==> src/rtl/sys_bus_pkg.sv <==
// Shared definitions for the system-bus watchdog: FSM encoding, bus widths,
// the default error read-data pattern and a saturating increment helper.
package sys_bus_pkg;

    localparam int ADDR_W = 32;
    localparam int DATA_W = 32;
    localparam int SEL_W  = 4;

    localparam logic [DATA_W-1:0] ERR_RDATA_DEF = 32'hDEAD_BEEF;

    typedef enum logic [1:0] {
        ST_IDLE   = 2'd0,
        ST_WAIT   = 2'd1,
        ST_ORPHAN = 2'd2
    } state_e;

    function automatic logic [31:0] sat_inc32(input logic [31:0] v);
        return (v == 32'hFFFF_FFFF) ? v : v + 32'd1;
    endfunction

endpackage

==> src/rtl/sys_bus_wait_cnt.sv <==
// Saturating wait counter shared by the WAIT and ORPHAN phases of the watchdog.
// clr_i together with inc_i loads 1, so a new wait can start counting at once.
module sys_bus_wait_cnt #(
    parameter int CNTW = 16
) (
    input  logic            clk_i,
    input  logic            rst_ni,
    input  logic            clr_i,
    input  logic            inc_i,
    input  logic [CNTW-1:0] term_i,
    output logic            hit_o
);

    logic [CNTW-1:0] cnt_q;
    logic [CNTW-1:0] cnt_d;
    logic [CNTW-1:0] base;

    always_comb begin
        base  = clr_i ? '0 : cnt_q;
        cnt_d = base;
        if (inc_i && (base != '1)) begin
            cnt_d = base + CNTW'(1);
        end
    end

    always_ff @(posedge clk_i or negedge rst_ni) begin
        if (!rst_ni) begin
            cnt_q <= '0;
        end else begin
            cnt_q <= cnt_d;
        end
    end

    assign hit_o = (cnt_q == term_i);

endmodule

==> src/rtl/sys_bus_timeout.sv <==
// Bus watchdog: forwards strobes/responses with zero latency and forces ack+err
// on a stuck slave. Optional timeout statistics via SYS_BUS_TIMEOUT_STATUS_EN.
module sys_bus_timeout
    import sys_bus_pkg::*;
#(
    parameter int                TIMEOUT     = 256,
    parameter int                CNTW        = 16,
    parameter int                ORPHAN_WAIT = 64,
    parameter logic [DATA_W-1:0] ERR_RDATA   = ERR_RDATA_DEF
) (
    input  logic              sys_clk_i,
    input  logic              sys_rstn_i,
    input  logic [ADDR_W-1:0] m_addr_i,
    input  logic [DATA_W-1:0] m_wdata_i,
    input  logic [SEL_W-1:0]  m_sel_i,
    input  logic              m_wen_i,
    input  logic              m_ren_i,
    output logic [DATA_W-1:0] m_rdata_o,
    output logic              m_err_o,
    output logic              m_ack_o,
    output logic [ADDR_W-1:0] s_addr_o,
    output logic [DATA_W-1:0] s_wdata_o,
    output logic [SEL_W-1:0]  s_sel_o,
    output logic              s_wen_o,
    output logic              s_ren_o,
    input  logic [DATA_W-1:0] s_rdata_i,
    input  logic              s_err_i,
    input  logic              s_ack_i,
    output logic              proto_err_o
`ifdef SYS_BUS_TIMEOUT_STATUS_EN
    ,
    output logic [31:0]       to_cnt_o,
    output logic [31:0]       to_addr_o
`endif
);

    state_e          state_q;
    state_e          state_d;
    logic            proto_q;
    logic            proto_d;
    logic            strobe;
    logic            cnt_clr;
    logic            cnt_inc;
    logic            cnt_hit;
    logic [CNTW-1:0] cnt_term;

    assign strobe    = m_wen_i | m_ren_i;
    assign s_addr_o  = m_addr_i;
    assign s_wdata_o = m_wdata_i;
    assign s_sel_o   = m_sel_i;

    // One counter serves both phases; only the terminal value changes.
    assign cnt_term = (state_q == ST_WAIT) ? CNTW'(TIMEOUT) : CNTW'(ORPHAN_WAIT);

    sys_bus_wait_cnt #(
        .CNTW (CNTW)
    ) u_wait_cnt (
        .clk_i  (sys_clk_i),
        .rst_ni (sys_rstn_i),
        .clr_i  (cnt_clr),
        .inc_i  (cnt_inc),
        .term_i (cnt_term),
        .hit_o  (cnt_hit)
    );

    always_ff @(posedge sys_clk_i or negedge sys_rstn_i) begin
        if (!sys_rstn_i) begin
            state_q <= ST_IDLE;
            proto_q <= 1'b0;
        end else begin
            state_q <= state_d;
            proto_q <= proto_d;
        end
    end

    always_comb begin
        state_d = state_q;
        proto_d = proto_q;
        cnt_clr = 1'b0;
        cnt_inc = 1'b0;
        case (state_q)
            ST_IDLE: begin
                cnt_clr = 1'b1;
                if (strobe && !s_ack_i) begin
                    state_d = ST_WAIT;
                    cnt_inc = 1'b1;
                end
            end
            ST_WAIT: begin
                if (strobe) begin
                    proto_d = 1'b1;
                end
                // A slave ack in the timeout cycle takes priority over the forced error.
                if (s_ack_i) begin
                    state_d = ST_IDLE;
                    cnt_clr = 1'b1;
                end else if (cnt_hit) begin
                    state_d = ST_ORPHAN;
                    cnt_clr = 1'b1;
                end else begin
                    cnt_inc = 1'b1;
                end
            end
            ST_ORPHAN: begin
                if (s_ack_i || cnt_hit) begin
                    state_d = ST_IDLE;
                    cnt_clr = 1'b1;
                end else begin
                    cnt_inc = 1'b1;
                end
            end
            default: begin
                state_d = ST_IDLE;
                cnt_clr = 1'b1;
            end
        endcase
    end

    always_comb begin
        s_wen_o   = 1'b0;
        s_ren_o   = 1'b0;
        m_ack_o   = 1'b0;
        m_err_o   = 1'b0;
        m_rdata_o = '0;
        if (sys_rstn_i) begin
            case (state_q)
                ST_IDLE: begin
                    s_wen_o = m_wen_i;
                    s_ren_o = m_ren_i;
                    if (strobe && s_ack_i) begin
                        m_ack_o   = 1'b1;
                        m_err_o   = s_err_i;
                        m_rdata_o = s_rdata_i;
                    end
                end
                ST_WAIT: begin
                    if (s_ack_i) begin
                        m_ack_o   = 1'b1;
                        m_err_o   = s_err_i;
                        m_rdata_o = s_rdata_i;
                    end else if (cnt_hit) begin
                        m_ack_o   = 1'b1;
                        m_err_o   = 1'b1;
                        m_rdata_o = ERR_RDATA;
                    end
                end
                ST_ORPHAN: begin
                    // Fail fast: the slave is still presumed busy with the abandoned access.
                    if (strobe) begin
                        m_ack_o   = 1'b1;
                        m_err_o   = 1'b1;
                        m_rdata_o = ERR_RDATA;
                    end
                end
                default: ;
            endcase
        end
    end

    assign proto_err_o = proto_q;

`ifdef SYS_BUS_TIMEOUT_STATUS_EN
    logic        to_fire;
    logic [31:0] req_addr_q;
    logic [31:0] req_addr_d;
    logic [31:0] to_cnt_q;
    logic [31:0] to_cnt_d;
    logic [31:0] to_addr_q;
    logic [31:0] to_addr_d;

    assign to_fire = (state_q == ST_WAIT) && !s_ack_i && cnt_hit;

    // The address is captured at the strobe because the master may change it afterwards.
    always_comb begin
        req_addr_d = req_addr_q;
        to_cnt_d   = to_cnt_q;
        to_addr_d  = to_addr_q;
        if ((state_q == ST_IDLE) && strobe) begin
            req_addr_d = m_addr_i;
        end
        if (to_fire) begin
            to_cnt_d  = sat_inc32(to_cnt_q);
            to_addr_d = req_addr_q;
        end
    end

    always_ff @(posedge sys_clk_i or negedge sys_rstn_i) begin
        if (!sys_rstn_i) begin
            req_addr_q <= '0;
            to_cnt_q   <= '0;
            to_addr_q  <= '0;
        end else begin
            req_addr_q <= req_addr_d;
            to_cnt_q   <= to_cnt_d;
            to_addr_q  <= to_addr_d;
        end
    end

    assign to_cnt_o  = to_cnt_q;
    assign to_addr_o = to_addr_q;
`endif

endmodule

==> config.mk <==
export PLATFORM = sky130hd
export DESIGN_NAME = sys_bus_timeout
export DESIGN_NICKNAME = d
export VERILOG_FILES = /design/src/rtl/sys_bus_pkg.sv /design/src/rtl/sys_bus_wait_cnt.sv /design/src/rtl/sys_bus_timeout.sv
export SDC_FILE = /design/constraint.sdc
export NUM_CORES = 1
export LEC_CHECK = 0
export ABC_AREA = 1
export BUFFER_PORTS_ARGS = -buffer_cell sky130_fd_sc_hd__buf_4
export CORE_AREA = 2 2 60 119
export CTS_BUF_LIST = sky130_fd_sc_hd__clkbuf_4 sky130_fd_sc_hd__clkbuf_8 sky130_fd_sc_hd__clkbuf_16
export CTS_CLUSTER_SIZE = 12
export DETAILED_ROUTE_END_ITERATION = 6
export DIE_AREA = 0 0 62 121
export PLACE_DENSITY = 0.77
export SLEW_MARGIN = 20
export SYNTH_ARGS = -nofsm -noshare
export SYNTH_HDL_FRONTEND = slang
export SYNTH_SLANG_ARGS = --single-unit
export TNS_END_PERCENT = 5
==> constraint.sdc <==
create_clock -name sys_clk_i -period 3.95 [get_ports sys_clk_i]
set_clock_uncertainty 0.15 [all_clocks]
set_input_delay 0.1975 -clock sys_clk_i [delete_from_list [all_inputs] [get_ports sys_clk_i]]
set_output_delay 0.1975 -clock sys_clk_i [all_outputs]
set_load 0.005 [all_outputs]
==> results.toml <==
[floorplanning]
core_um2 = 6570
fp.dieW_um = 62
rows = 42
ioPinCount = 211
initial_core_util_pct = 40.0
die_y_um = 121
die-area_um2 = 7500

[timing]
tightest_slew_ps = 764
fin_crit_sh_pct = 83.0
rsz0062_at_grt = "false"
finalCriticalPeriod_ps = 3280
fin_setup_tns_ps = 0
setup_violations = 0
holdWs_ps = 42.8
max_freq_mhz = 305
slew_viol_final = 0
hold_viol_final = 0
slew_headroom_pct = 48.9

[cells_and_area]
fin_cells = 509
finalNetCount = 533
num_antenna_cells = 0
areaGrowthSynthToFinish_pct = 6.71
fillers = 669
fin_area_um2 = 2810
drive_gt1_share_pct = 24.2

[route]
routedWlPerCell_um = 15.2
routed_wl_um = 7720
drcViolationCount = 0
drtIter0Drc = 159
drtPass1Iterations = 4
vias_per_cell = 5.21
via_count = 2654
ant_nets = 0

[placement]
post_dp_cell_area_um2 = 2710
place_hpwl_um = 6230
place_congestion = 0.881
io_buffers = 74
placed_cells = 504

[synthesis]
syn_area_per_cell_um2 = 6.20
yosys.cell_types.count = 29
synth_cells = 424
seq_area_frac_synth_pct = 18.1
synth_fp_nets = 535
syn_area_um2 = 2630
synth_seq_cells = 19
yosysWarningCount = 0

[clock_tree]
clock_latency_ps = 250
cts.sinks = 19
cts_buffer_depth = 2
clk_pin_slew_ps = 60
cts_buffers = 3
post_cts_resized = 0
clock-root-buffer = "clkbuf_16"
h-tree-depth = 1
cts_tree = "done"

[worst_setup_path]
cp.required_ps = 3990
reg2reg_from = "state_q[1]$_DFFE_PN0P_"
worstPathArrival_ps = 3320
crit_fanout = 16
critPathLaunch = "state_q[1]$_DFFE_PN0P_"
crit_type = "reg2reg"
critPathLaunchType = "flop"
end_kind = "flop"

[global_route]
globalRoute.totalOverflow = 0
grt_pass1_vias = 2485
grt_pass1_wl_um = 11200
grt_use_total_pct = 19.5
grt_max_degree = 35
grt_antenna_before_repair = 0

[worst_hold_path]
min_path_type = "in2reg"
hold_start = "s_ack_i"

[pwr]
irDropWorstVdd_mv = 0.180
power_density_nw_per_um2 = 397
power_uw = 1110
p_leak_uw = 0.00145

[flow_run]
drv_cap = 0

[outcome]
outcome = "finished clean"
-- synthesized netlist by cell type --
library cell | n | area [µm²]
nand2_1 | 122 | 458
buf_4 | 68 | 510
inv_1 | 38 | 143
nor2_1 | 34 | 128
o21ai_0 | 27 | 135
a31oi_1 | 25 | 156
dfrtp_1 | 19 | 475
nand3_1 | 16 | 80.1
clkbuf_1 | 11 | 41.3
nand4_1 | 9 | 56.3
nor3b_1 | 8 | 60.1
xor2_1 | 7 | 61.3
nand2_2 | 6 | 37.5
ha_1 | 5 | 62.6
a21oi_1 | 4 | 20.0
buf_6 | 4 | 45.0
nand3_2 | 3 | 30.0
nor2_2 | 3 | 18.8
buf_1 | 2 | 7.51
inv_2 | 2 | 7.51
nor2_4 | 2 | 22.5
or2_2 | 2 | 12.5
a21oi_2 | 1 | 8.76
clkinv_1 | 1 | 3.75
nand4_2 | 1 | 12.5
nor3_1 | 1 | 5.00
o21ai_4 | 1 | 16.3
o21bai_1 | 1 | 7.51
o31ai_1 | 1 | 7.51
-- routing by layer --
metal / track usage, % / share of wire, % / up-vias
li1: - / - / 1280
met2: 37.0 / 52 / 161
met5: 0 / 0 / -
met1: 15.2 / 30 / 1171
met3: 7.78 / 14 / 42
met4: 9.97 / 4.4 / 0
-- flip-flops by register name, summed over array words and instances, names as in the netlist --
signal	cells
u_wait_cnt.cnt_q	16
proto_err_o	1
state_q	2
-- cell type report --
type	count	area [µm²]	area share [%]
timing repair buffer	78	588	21.0
multi-input combinational	279	1400	49.8
clock buffer	4	82.6	2.94
tap	88	110	3.92
inverter	41	154	5.48
sequential	19	475	16.9
-- path summary, 6_finish.rpt --
kind                       slack (ps)  depth (start not counted)                            end
hold reg to reg                   330                          1        proto_err_o$_DFFE_PN0P_
max in group asynchronous        3220                          2        proto_err_o$_DFFE_PN0P_
hold / removal                     40                          2         state_q[1]$_DFFE_PN0P_
setup reg to reg                  670                         20  u_wait_cnt.cnt_q[1]$_DFF_PN0_
setup / recovery                  670                         20  u_wait_cnt.cnt_q[1]$_DFF_PN0_
min in group asynchronous         210                          2  u_wait_cnt.cnt_q[8]$_DFF_PN0_
-- worst max-delay path: stages, from the launching register on --
cell	delay [ps]
dfrtp_1	390
inv_1	80
ha_1	240
inv_2	100
nand2_1	50
nand2_1	60
nor2_1	40
nand3_2	60
nand2_2	70
nand2_2	200
nand2_2	130
nor2_1	270
ha_1	310
nand2_1	90
inv_1	70
nand2_2	80
inv_1	120
nand2_2	110
o21ai_4	410
nand2_1	110
nand2_1	90
-- where the power goes --
part	total (µW)	switching, µW	internal (µW)
combinational	662	406	256
sequential	230	17.2	213
clock	222	77.2	144
-- cell usage in the layout (no fill, tap or decap) --
cell and n:
nand2_1 122, buf_4 77, inv_1 38, nor2_1 34, o21ai_0 27, a31oi_1 25
dfrtp_1 19, nand3_1 16, nand4_1 9, nor3b_1 8, xor2_1 7, nand2_2 6
ha_1 5, a21oi_1 4, nand3_2 3, nor2_2 3, clkbuf_16 3, inv_2 2
or2_2 2, nor2_4 2, a21oi_2 1, nand4_2 1, nor3_1 1, o21ai_4 1
clkinv_1 1, o31ai_1 1, o21bai_1 1, clkbuf_4 1, dlygate4sd3_1 1
-- through the flow --
stage          utilization (%)  setup slack, ps
2_1_floorplan                -             1250
3_3_place_gp              41.3              827
3_5_place_dp              41.3              695
4_1_cts                   42.7              659
5_1_grt                   42.7              289
6_report                  42.7              671
-- logic make-up after synthesis --
family / count (synthesis) / share of synthesized area (%)
and+or+nand+nor: 207 / 35.0
buffers and inverters: 126 / 28.8
AOI/OAI and AO/OA: 60 / 13.4
DFF: 19 / 18.1
xor gates and xnor gates: 7 / 2.33
adders and majority gates: 5 / 2.38
-- repair_timing --
item	CTS	global route
buffers inserted	0	0
hold buffers	1	0
hold endpoints to repair	19	0
No activity file was read; power rests on OpenSTA's default activity.
